### config.mk
export PLATFORM = sky130hd
export DESIGN_NAME = avmm_sdram_rw_wrapper_flat
export DESIGN_NICKNAME = d
export VERILOG_FILES = /design/src/rtl/avmm_sdram_pkg.sv /design/src/rtl/avmm_sdram_rw_wrapper_if.sv /design/src/rtl/avmm_rd_beat_counter.sv /design/src/rtl/avmm_sdram_rw_wrapper.sv /design/src/flat_wrapper.sv
export SDC_FILE = /design/constraint.sdc
export NUM_CORES = 1
export LEC_CHECK = 0
export BUFFER_PORTS_ARGS = -buffer_cell sky130_fd_sc_hd__buf_2
export CORE_AREA = 2 2 247 249
export DETAILED_ROUTE_END_ITERATION = 6
export DIE_AREA = 0 0 249 251
export PLACE_DENSITY_LB_ADDON = 0.15
export SYNTH_ARGS = -nofsm -noshare
export SYNTH_HDL_FRONTEND = slang
export SYNTH_HIERARCHICAL = 1
export SYNTH_SLANG_ARGS = --single-unit
### constraint.sdc
create_clock -name clk -period 3.3 [get_ports clk]
set_input_delay 0.66 -clock clk [delete_from_list [all_inputs] [get_ports clk]]
set_output_delay 0.66 -clock clk [all_outputs]
set_load 0.02 [all_outputs]
### src/rtl/avmm_sdram_pkg.sv
// avmm_sdram_pkg: shared FSM state type and default widths for the SDRAM read/write wrapper.
package avmm_sdram_pkg;

    localparam int SDRAM_DATA_W_DEF = 128;
    localparam int ADDR_W_DEF       = 32;
    localparam int BURST_W_DEF      = 11;

    typedef enum logic [2:0] {
        IDLE,
        RD_CMD,
        RD_DATA,
        WR_DATA,
        DONE
    } state_e;

endpackage

### src/rtl/avmm_sdram_rw_wrapper_if.sv
// avmm_sdram_rw_wrapper_if: Avalon-MM burst bus between the wrapper (master) and the SDRAM controller (slave).
interface avmm_sdram_rw_wrapper_if
    import avmm_sdram_pkg::*;
#(
    parameter int DATA_W  = SDRAM_DATA_W_DEF,
    parameter int ADDR_W  = ADDR_W_DEF,
    parameter int BURST_W = BURST_W_DEF
) ();

    logic [ADDR_W-1:0]   address;
    logic [BURST_W-1:0]  burstcount;
    logic                read;
    logic                write;
    logic [DATA_W-1:0]   writedata;
    logic [DATA_W/8-1:0] byteenable;
    logic                waitrequest;
    logic [DATA_W-1:0]   readdata;
    logic                readdatavalid;

    modport master (
        output address, burstcount, read, write, writedata, byteenable,
        input  waitrequest, readdata, readdatavalid
    );

    modport slave (
        input  address, burstcount, read, write, writedata, byteenable,
        output waitrequest, readdata, readdatavalid
    );

endinterface

### src/rtl/avmm_rd_beat_counter.sv
// avmm_rd_beat_counter: counts returned read beats and forwards them, registered when AVMM_SDRAM_REG_RDATA_EN is defined.
module avmm_rd_beat_counter
    import avmm_sdram_pkg::*;
#(
    parameter int DATA_W  = SDRAM_DATA_W_DEF,
    parameter int BURST_W = BURST_W_DEF
) (
    input  logic               clk,
    input  logic               rst,
    input  logic               clr_i,
    input  logic               en_i,
    input  logic [BURST_W-1:0] cnt_i,
    input  logic               rdv_i,
    input  logic [DATA_W-1:0]  rdata_i,
    output logic               last_o,
    output logic               valid_o,
    output logic [DATA_W-1:0]  data_o
);

    logic [BURST_W-1:0] beat_q, beat_d;
    logic               beat;

    // beats arriving outside the data phase (e.g. stragglers after a reset) are dropped here
    assign beat   = en_i & rdv_i;
    assign beat_d = clr_i ? '0 : beat ? beat_q + 1'b1 : beat_q;
    assign last_o = beat & (beat_q == cnt_i - 1'b1);

    always_ff @(posedge clk) begin
        if (rst) beat_q <= '0;
        else     beat_q <= beat_d;
    end

`ifdef AVMM_SDRAM_REG_RDATA_EN
    logic              valid_q;
    logic [DATA_W-1:0] data_q;

    always_ff @(posedge clk) begin
        if (rst) begin
            valid_q <= 1'b0;
            data_q  <= '0;
        end else begin
            valid_q <= beat;
            data_q  <= rdata_i;
        end
    end

    assign valid_o = valid_q;
    assign data_o  = data_q;
`else
    assign valid_o = beat;
    assign data_o  = rdata_i;
`endif

endmodule

### src/rtl/avmm_sdram_rw_wrapper.sv
// avmm_sdram_rw_wrapper: turns single read/write burst requests into Avalon-MM burst transactions.
// Define AVMM_SDRAM_REG_RDATA_EN to register read_valid/read_data one cycle after readdatavalid.
module avmm_sdram_rw_wrapper
    import avmm_sdram_pkg::*;
#(
    parameter int SDRAM_DATA_W = SDRAM_DATA_W_DEF,
    parameter int ADDR_W       = ADDR_W_DEF,
    parameter int BURST_W      = BURST_W_DEF
) (
    input  logic                    clk,
    input  logic                    rst,
    input  logic [ADDR_W-1:0]       rw_addr,
    input  logic [BURST_W-1:0]      rw_cnt,
    output logic                    rw_done,
    input  logic                    read_start,
    output logic                    read_valid,
    output logic [SDRAM_DATA_W-1:0] read_data,
    input  logic                    write_start,
    output logic                    write_nxt,
    input  logic [SDRAM_DATA_W-1:0] write_data,
    avmm_sdram_rw_wrapper_if.master avm
);

    state_e             state_q, state_d;
    logic [ADDR_W-1:0]  addr_q, addr_d;
    logic [BURST_W-1:0] cnt_q, cnt_d, wbeat_q, wbeat_d;
    logic               done_q;
    logic               rd_last;

    always_ff @(posedge clk) begin
        if (rst) begin
            state_q <= IDLE;
            addr_q  <= '0;
            cnt_q   <= '0;
            wbeat_q <= '0;
            done_q  <= 1'b0;
        end else begin
            state_q <= state_d;
            addr_q  <= addr_d;
            cnt_q   <= cnt_d;
            wbeat_q <= wbeat_d;
            done_q  <= state_q == DONE;
        end
    end

    // read has priority over write; a zero-length request skips the bus entirely
    always_comb begin
        state_d = state_q;
        addr_d  = addr_q;
        cnt_d   = cnt_q;
        wbeat_d = wbeat_q;
        case (state_q)
            IDLE: if (read_start | write_start) begin
                addr_d  = rw_addr;
                cnt_d   = rw_cnt;
                wbeat_d = '0;
                state_d = (rw_cnt == '0) ? DONE : read_start ? RD_CMD : WR_DATA;
            end
            RD_CMD:  state_d = avm.waitrequest ? RD_CMD : RD_DATA;
            RD_DATA: state_d = rd_last ? DONE : RD_DATA;
            WR_DATA: if (write_nxt) begin
                wbeat_d = wbeat_q + 1'b1;
                state_d = (wbeat_q == cnt_q - 1'b1) ? DONE : WR_DATA;
            end
            DONE:    state_d = IDLE;
            default: state_d = IDLE;
        endcase
    end

    assign avm.read       = state_q == RD_CMD;
    assign avm.write      = state_q == WR_DATA;
    assign avm.address    = addr_q;
    assign avm.burstcount = cnt_q;
    assign avm.writedata  = write_data;
    assign avm.byteenable = '1;
    assign write_nxt      = avm.write & ~avm.waitrequest;
    assign rw_done        = done_q;

    avmm_rd_beat_counter #(
        .DATA_W (SDRAM_DATA_W),
        .BURST_W(BURST_W)
    ) u_rd_cnt (
        .clk    (clk),
        .rst    (rst),
        .clr_i  (state_q == IDLE),
        .en_i   (state_q == RD_DATA),
        .cnt_i  (cnt_q),
        .rdv_i  (avm.readdatavalid),
        .rdata_i(avm.readdata),
        .last_o (rd_last),
        .valid_o(read_valid),
        .data_o (read_data)
    );

endmodule

### src/flat_wrapper.sv
// flat-port wrapper written by rule: the top's interface ports become plain ports
module avmm_sdram_rw_wrapper_flat import avmm_sdram_pkg::*;
#(
    parameter int SDRAM_DATA_W = SDRAM_DATA_W_DEF,
    parameter int ADDR_W       = ADDR_W_DEF,
    parameter int BURST_W      = BURST_W_DEF
)
  (clk, rst, rw_addr, rw_cnt, rw_done, read_start, read_valid, read_data, write_start, write_nxt, write_data, avm_address, avm_burstcount, avm_read, avm_write, avm_writedata, avm_byteenable, avm_waitrequest, avm_readdata, avm_readdatavalid);
  avmm_sdram_rw_wrapper_if #(.DATA_W(128), .ADDR_W(ADDR_W), .BURST_W(BURST_W)) avm_i ();
  input  logic clk;
  input  logic rst;
  input  logic [ADDR_W-1:0] rw_addr;
  input  logic [BURST_W-1:0] rw_cnt;
  output logic rw_done;
  input  logic read_start;
  output logic read_valid;
  output logic [SDRAM_DATA_W-1:0] read_data;
  input  logic write_start;
  output logic write_nxt;
  input  logic [SDRAM_DATA_W-1:0] write_data;
  output wire logic [$bits(avm_i.address)-1:0] avm_address;
  output wire logic [$bits(avm_i.burstcount)-1:0] avm_burstcount;
  output wire logic [$bits(avm_i.read)-1:0] avm_read;
  output wire logic [$bits(avm_i.write)-1:0] avm_write;
  output wire logic [$bits(avm_i.writedata)-1:0] avm_writedata;
  output wire logic [$bits(avm_i.byteenable)-1:0] avm_byteenable;
  input wire logic [$bits(avm_i.waitrequest)-1:0] avm_waitrequest;
  input wire logic [$bits(avm_i.readdata)-1:0] avm_readdata;
  input wire logic [$bits(avm_i.readdatavalid)-1:0] avm_readdatavalid;
  assign avm_address = avm_i.address;
  assign avm_burstcount = avm_i.burstcount;
  assign avm_read = avm_i.read;
  assign avm_write = avm_i.write;
  assign avm_writedata = avm_i.writedata;
  assign avm_byteenable = avm_i.byteenable;
  assign avm_i.waitrequest = avm_waitrequest;
  assign avm_i.readdata = avm_readdata;
  assign avm_i.readdatavalid = avm_readdatavalid;
  avmm_sdram_rw_wrapper #(.SDRAM_DATA_W(SDRAM_DATA_W), .ADDR_W(ADDR_W), .BURST_W(BURST_W)) u_core (.clk(clk), .rst(rst), .rw_addr(rw_addr), .rw_cnt(rw_cnt), .rw_done(rw_done), .read_start(read_start), .read_valid(read_valid), .read_data(read_data), .write_start(write_start), .write_nxt(write_nxt), .write_data(write_data), .avm(avm_i));
endmodule
==> Word level (Yosys, flattened, before mapping) <==
Index checks and enable logic that the tools add are counted.
{ "word_totals": {"regBits": 69, "elab_cells": 40} }
{ "op_classes": {"n_bitwise": 5, "eq_ne": 8, "n_mux": 11, "n_addsub": 3, "reduce_logical": 7} }
{ "op_table": {"columns": ["op", "count"], "rows": [
  ["$add 11x1->11 const B", 2],
  ["$eq 11x11->1", 2],
  ["$mux 11", 2],
  ["$pmux 11 s2", 1],
  ["$mux 3", 5],
  ["$pmux 3 s4", 1],
  ["$logic_not 11->1", 1],
  ["$sub 11x1->11 const B", 1],
  ["$eq 3x2->1 const B", 2],
  ["$mux 2", 2],
  ["$reduce_and 2->1", 2],
  ["$and 1x1->1", 3],
  ["$eq 3x1->1 const B", 1],
  ["$eq 3x3->1 const B", 1],
  ["$logic_not 3->1", 1],
  ["$reduce_and 3->1", 1],
  ["$ne 2x1->1 const B", 1],
  ["$ne 2x2->1 const B", 1],
  ["$reduce_bool 2->1", 1],
  ["$reduce_or 2->1", 1],
  ["$not 1->1", 1],
  ["$or 1x1->1", 1]
]} }

==> Logic depth before layout (Yosys ltp) <==
{ "depth": {"depth_word": 5, "ltp_mapped": 12} }

==> Cells and area by module <==
Netlist, hierarchy kept.
{ "modules_own_cells": {"columns": ["mod", "n_inst", "cells_each", "area_per_inst_um2", "seq_area_each_um2"], "rows": [
  ["avmm_sdram_rw_wrapper", 1, 482, 3784.9, 1161.1],
  ["avmm_rd_beat_counter", 1, 245, 1846.8, 220.2]
]} }

==> Worst setup path before layout <==
No wires, ideal clock.
{ "synth_path": {"path_type": "reg-to-reg", "from": "register u_core.cnt_q[0], in the netlist u_core/avm.burstcount[0]", "to": "register u_core.state_q[1]", "stages_incl_launch_ff": 13, "path_buffers": 1, "path_slack_ps": 320, "arrival_ps": 2848, "cell_sequence": "dfxtp_1 inv_1 ha_1 buf_4 or4b_4 or4_4 nor3_2 o32a_1 o2111a_1 nor2b_1 o31a_1 a211oi_1 a21oi_1"} }
{ "synth_via": {"elab_chain_cells": 5, "word_cells_on_any_way": 8, "cone_classes": "add/sub: 1; eq/ne: 2; mux: 4; bitwise: 1"} }
{ "synth_rtl": {"columns": ["element", "line_no", "text"], "rows": [
  ["start, declared", "avmm_sdram_rw_wrapper.sv:26", "logic [BURST_W-1:0] cnt_q, cnt_d, wbeat_q, wbeat_d;"],
  ["start signal, assigned", "avmm_sdram_rw_wrapper.sv:40", "cnt_q <= cnt_d;"],
  ["$sub 11x1->11", "avmm_rd_beat_counter.sv:26", "assign last_o = beat & (beat_q == cnt_i - 1'b1);"],
  ["$eq 11x11->1", "avmm_rd_beat_counter.sv:26", null],
  ["$and 1x1->1", "avmm_rd_beat_counter.sv:26", null],
  ["net u_core.rd_last", "avmm_sdram_rw_wrapper.sv:28", "logic rd_last;"],
  ["$mux 3", "avmm_sdram_rw_wrapper.sv:60", "RD_DATA: state_d = rd_last ? DONE : RD_DATA;"],
  ["$pmux 3 s4", "avmm_sdram_rw_wrapper.sv:52", "case (state_q)"],
  ["end signal, assigned", "avmm_sdram_rw_wrapper.sv:38", "state_q <= state_d;"],
  ["end, declared", "avmm_sdram_rw_wrapper.sv:24", "state_e state_q, state_d;"]
]} }
The timed path passes the listed nets, and every way through them passes these cells. The select of a mux whose other input is x is not followed.
A chain may end at the register's enable or synchronous reset.

==> Final worst setup path <==
Ends and elaborated chain as after synthesis.

==> impl_results.html <==
<table>
<tr><th>Metric</th><th>Value</th></tr>
<tr><th colspan="2">Status</th></tr>
<tr><td>Result of the run</td><td>completed</td></tr>
<tr><th colspan="2">Clocking</th></tr>
<tr><td>Clock transition time at the flip-flop clock pins of the worst setup and hold paths</td><td>60 ps</td></tr>
<tr><td>Clock sink count</td><td>69</td></tr>
<tr><td>Number of CTS-inserted buffers</td><td>9</td></tr>
<tr><td>Resized Gates After CTS</td><td>0</td></tr>
<tr><td>CTS tree</td><td>yes</td></tr>
<tr><td>Number of buffers inserted by post-CTS setup repair</td><td>0</td></tr>
<tr><td>H-tree levels</td><td>3</td></tr>
<tr><td>Hold-fix buffers at CTS</td><td>0</td></tr>
<tr><td>Clock buffer depth</td><td>2</td></tr>
<tr><td>CTS root buffer</td><td>clkbuf_16</td></tr>
<tr><td>Clock latency reported for the late side of the worst-skew pair</td><td>350 ps</td></tr>
<tr><th colspan="2">Global routing</th></tr>
<tr><td>Via count of the first global-routing pass</td><td>4114</td></tr>
<tr><td>Met3 track utilization from global routing</td><td>0.04266</td></tr>
<tr><td>Global-route met2 utilization</td><td>0.09748</td></tr>
<tr><td>Largest net degree at the start of global routing</td><td>47</td></tr>
<tr><td>Overflow after GRT</td><td>0</td></tr>
<tr><td>Gr busiest metal</td><td>met2</td></tr>
<tr><td>Initial antenna violation count</td><td>3</td></tr>
<tr><td>Met1 GRT Util</td><td>0.06803</td></tr>
<tr><td>Global-route wire length before repair</td><td>30420 um</td></tr>
<tr><td>GR Util All Layers</td><td>0.06739</td></tr>
<tr><th colspan="2">STA</th></tr>
<tr><td>Number of hold violations in the final report</td><td>0</td></tr>
<tr><td>RSZ-0062 raised after global routing</td><td>false</td></tr>
<tr><td>Final Cycle Share</td><td>0.8729</td></tr>
<tr><td>Setup slack after layout</td><td>419.5 ps</td></tr>
<tr><td>Minimum period implied by the final worst setup slack</td><td>2880 ps</td></tr>
<tr><td>Number of max-slew violations in the final report</td><td>0</td></tr>
<tr><td>Setup-failing EPs final</td><td>0</td></tr>
<tr><td>Post-Route Setup TNS</td><td>0 ps</td></tr>
<tr><td>Worst-Margin Slew</td><td>631.3 ps</td></tr>
<tr><td>Clk_skew</td><td>8.900 ps</td></tr>
<tr><td>Maximum clock rate</td><td>347.2 MHz</td></tr>
<tr><td>Relative slew slack</td><td>0.5752</td></tr>
<tr><th colspan="2">Synth</th></tr>
<tr><td>Number of enable flip-flop cells after synthesis</td><td>0</td></tr>
<tr><td>Unique cell type count in the Yosys netlist</td><td>68</td></tr>
<tr><td>Average cell area after synthesis</td><td>7.746 sq um</td></tr>
<tr><td>Synth Instances</td><td>727</td></tr>
<tr><td>Asr flop ratio synth</td><td>0</td></tr>
<tr><td>Post-synthesis instance area</td><td>5632 sq um</td></tr>
<tr><td>Number of warnings issued by yosys</td><td>6</td></tr>
<tr><td>Sequential area share after synthesis</td><td>0.2453</td></tr>
<tr><td>Post-synthesis register bit count</td><td>69</td></tr>
<tr><td>Most used flip-flop cell after synthesis</td><td>dfxtp_1</td></tr>
<tr><th colspan="2">Finish</th></tr>
<tr><td>Diodes inserted</td><td>0</td></tr>
<tr><td>Final net count</td><td>879</td></tr>
<tr><td>Post-layout instance count excluding filler cells</td><td>1357</td></tr>
<tr><td>Layout overhead on the synthesized area</td><td>-3.799%</td></tr>
<tr><td>Filler cell count</td><td>7010</td></tr>
<tr><td>Ratio of cells with drive above 1 in the final layout</td><td>0.2539</td></tr>
<tr><td>Core Util, Final</td><td>0.09060</td></tr>
<tr><th colspan="2">Floorplanning</th></tr>
<tr><td>Rows</td><td>90</td></tr>
<tr><td>I/O pin count</td><td>625</td></tr>
<tr><td>Die width</td><td>249 um</td></tr>
<tr><td>Die area</td><td>62500 sq um</td></tr>
<tr><td>Initial cell density of the core</td><td>0.09418</td></tr>
<tr><td>Area of the core region</td><td>59790 sq um</td></tr>
<tr><td>Height of the chip</td><td>251 um</td></tr>
<tr><th colspan="2">Power and ir drop</th></tr>
<tr><td>Power per standard cell area</td><td>569.6 nW/um^2</td></tr>
<tr><td>Worst supply voltage drop on vdd</td><td>0.2012 mV</td></tr>
<tr><td>Reported leakage power</td><td>1.951 nW</td></tr>
<tr><th colspan="2">Setup path</th></tr>
<tr><td>Data required time at the worst endpoint</td><td>3510 ps</td></tr>
<tr><td>Highest fanout seen on the critical path</td><td>3</td></tr>
<tr><td>Worst setup EP type</td><td>flop</td></tr>
<tr><td>Startpoint type of the worst setup path</td><td>flop</td></tr>
<tr><td>Arrival time at the worst endpoint</td><td>3090 ps</td></tr>
<tr><td>Startpoint-to-endpoint class of the critical path</td><td>reg2reg</td></tr>
<tr><th colspan="2">Detailed routing</th></tr>
<tr><td>ANT nets after route</td><td>0</td></tr>
<tr><td>Initial detailed-routing violation count</td><td>190</td></tr>
<tr><td>DR vias</td><td>3986</td></tr>
<tr><td>Total iterations of the first detailed-routing run</td><td>4</td></tr>
<tr><td>DR DRC count</td><td>0</td></tr>
<tr><td>Total Routed Length</td><td>21340 um</td></tr>
<tr><td>Wire length per cell</td><td>15.73 um</td></tr>
<tr><td>Average via count per standard cell</td><td>2.937</td></tr>
<tr><th colspan="2">Run</th></tr>
<tr><td>Reported max-cap violation count</td><td>0</td></tr>
<tr><th colspan="2">Worst hold path</th></tr>
<tr><td>Classification of the worst-slack hold path</td><td>reg2reg</td></tr>
<tr><th colspan="2">Place</th></tr>
<tr><td>Number of buffer cells added on primary ports</td><td>96</td></tr>
<tr><td>GPL Wtd Cong</td><td>0.6785</td></tr>
<tr><td>DPL Wire Length</td><td>16740 um</td></tr>
<tr><td>DP Worst Slack</td><td>448.0 ps</td></tr>
<tr><td>Total instance count after detailed placement</td><td>1341</td></tr>
</table>
-- worst max-delay path: stages, from the launching register on --
cell and delay [ps]:
dfxtp_1 310, inv_1 70, ha_1 160, or4b_4 490, or4_4 510, nor3_2 180
o32a_1 180, o2111a_1 230, nor2b_1 60, o31a_1 290, a211oi_1 170, a21oi_1 90
-- synth_stat cells, types with 2 or more instances --
master | number | area, sq um
a211oi_1 | 3 | 22.52
a21oi_1 | 59 | 295.3
a311oi_1 | 2 | 17.52
a31oi_1 | 5 | 31.28
and2_1 | 5 | 31.28
and3_1 | 2 | 12.51
and4_1 | 2 | 17.52
buf_2 | 8 | 40.04
buf_4 | 273 | 2049
clkbuf_1 | 13 | 48.80
dfxtp_1 | 69 | 1381
ha_1 | 4 | 50.05
inv_1 | 10 | 37.54
nand2_1 | 102 | 382.9
nand3_1 | 16 | 80.08
nand4_1 | 5 | 31.28
nor2_1 | 25 | 93.84
nor2b_1 | 3 | 18.77
nor3_1 | 9 | 45.04
nor3b_1 | 3 | 22.52
nor4_1 | 6 | 37.54
o21ai_0 | 11 | 55.05
o22ai_1 | 2 | 12.51
o31ai_1 | 5 | 37.54
or3_1 | 3 | 18.77
or4_1 | 5 | 37.54
xnor2_1 | 16 | 140.1
xor2_1 | 21 | 183.9
-- area by class of cell --
type,instances,area [sq um],share of cell area
clock buffers,10,239.0,0.04411
clock inverters,6,38.79,0.007159
flip-flops and latches,69,1381,0.2550
multi-input cells,367,2138,0.3947
inverters,11,41.29,0.007621
well taps,782,978.4,0.1806
repair buffers,112,600.6,0.1109
-- registers in the layout (all words and copies together), names as in the netlist --
name                    flops
u_core/rw_done              1
u_core/avm.address         32
u_core/state_q              3
u_core/u_rd_cnt/beat_q     11
u_core/avm.burstcount      11
u_core/wbeat_q             11
-- final timing paths --
| path | depth (start not counted) | startpoint | end | slack, ps |
|---|---|---|---|---|
| worst max-delay path | 11 | u_core/avm.burstcount[0] | u_core/state_q[1] | 420 |
| worst min-delay path | 2 | u_core/avm.address[12] | u_core/avm.address[12] | 450 |
| worst max register to register | 11 | u_core/avm.burstcount[0] | u_core/state_q[1] | 420 |
| worst min register to register | 2 | u_core/avm.address[12] | u_core/avm.address[12] | 450 |
-- metrics by stage --
| step | power [mW] | hold slack (ps) | instance area, sq um |
|---|---|---|---|
| detailed placement | 2.205 | 447.3 | 5140 |
| global placement | 2.220 | 441.5 | 5140 |
| floorplan | 2.223 | 463.5 | 5688 |
| finish | 3.086 | 453.8 | 5418 |
| CTS | 3.190 | 458.4 | 5418 |
| global route | 3.344 | 472.7 | 5418 |
-- power breakdown --
part	switching, mW	leakage (nW)	total [mW]	internal, mW
combinational	0.763	1.25	1.16	0.397
sequential	0.0590	0.563	0.985	0.926
clock	0.413	0.134	0.940	0.527
total	1.24	1.95	3.09	1.85
-- routing by layer --
layer | part of all wire | vias up
met5 | 0.0043 | -
met4 | 0.070 | 8
met3 | 0.14 | 105
met2 | 0.42 | 280
met1 | 0.37 | 1789
li1 | - | 1804
-- cell usage in the layout (no fill, tap or decap), types with 6 or more instances in the layout --
| master | n |
|---|---|
| nand2_1 | 102 |
| nor4_1 | 6 |
| xnor2_1 | 16 |
| inv_1 | 10 |
| conb_1 | 16 |
| nand3_1 | 16 |
| o21ai_0 | 11 |
| dfxtp_1 | 69 |
| a21oi_1 | 59 |
| buf_2 | 96 |
| nor3_1 | 9 |
| clkbuf_16 | 9 |
| xor2_1 | 21 |
| buf_4 | 16 |
| nor2_1 | 25 |
-- cell families (layout without fill, tap and decap cells) --
kind of cell,count (synthesis),after routing,share of synthesized area
other,1,16,0.0006659
muxes,1,1,0.001777
DFF,69,69,0.2453
adders and majority gates,4,4,0.008887
buffers and inverters,306,139,0.3879
xor gates and xnor gates,37,37,0.05754
and+or+nand+nor,205,205,0.1817
AOI/OAI and AO/OA,104,104,0.1162
Note: power is estimated with default switching activity, not from simulation.
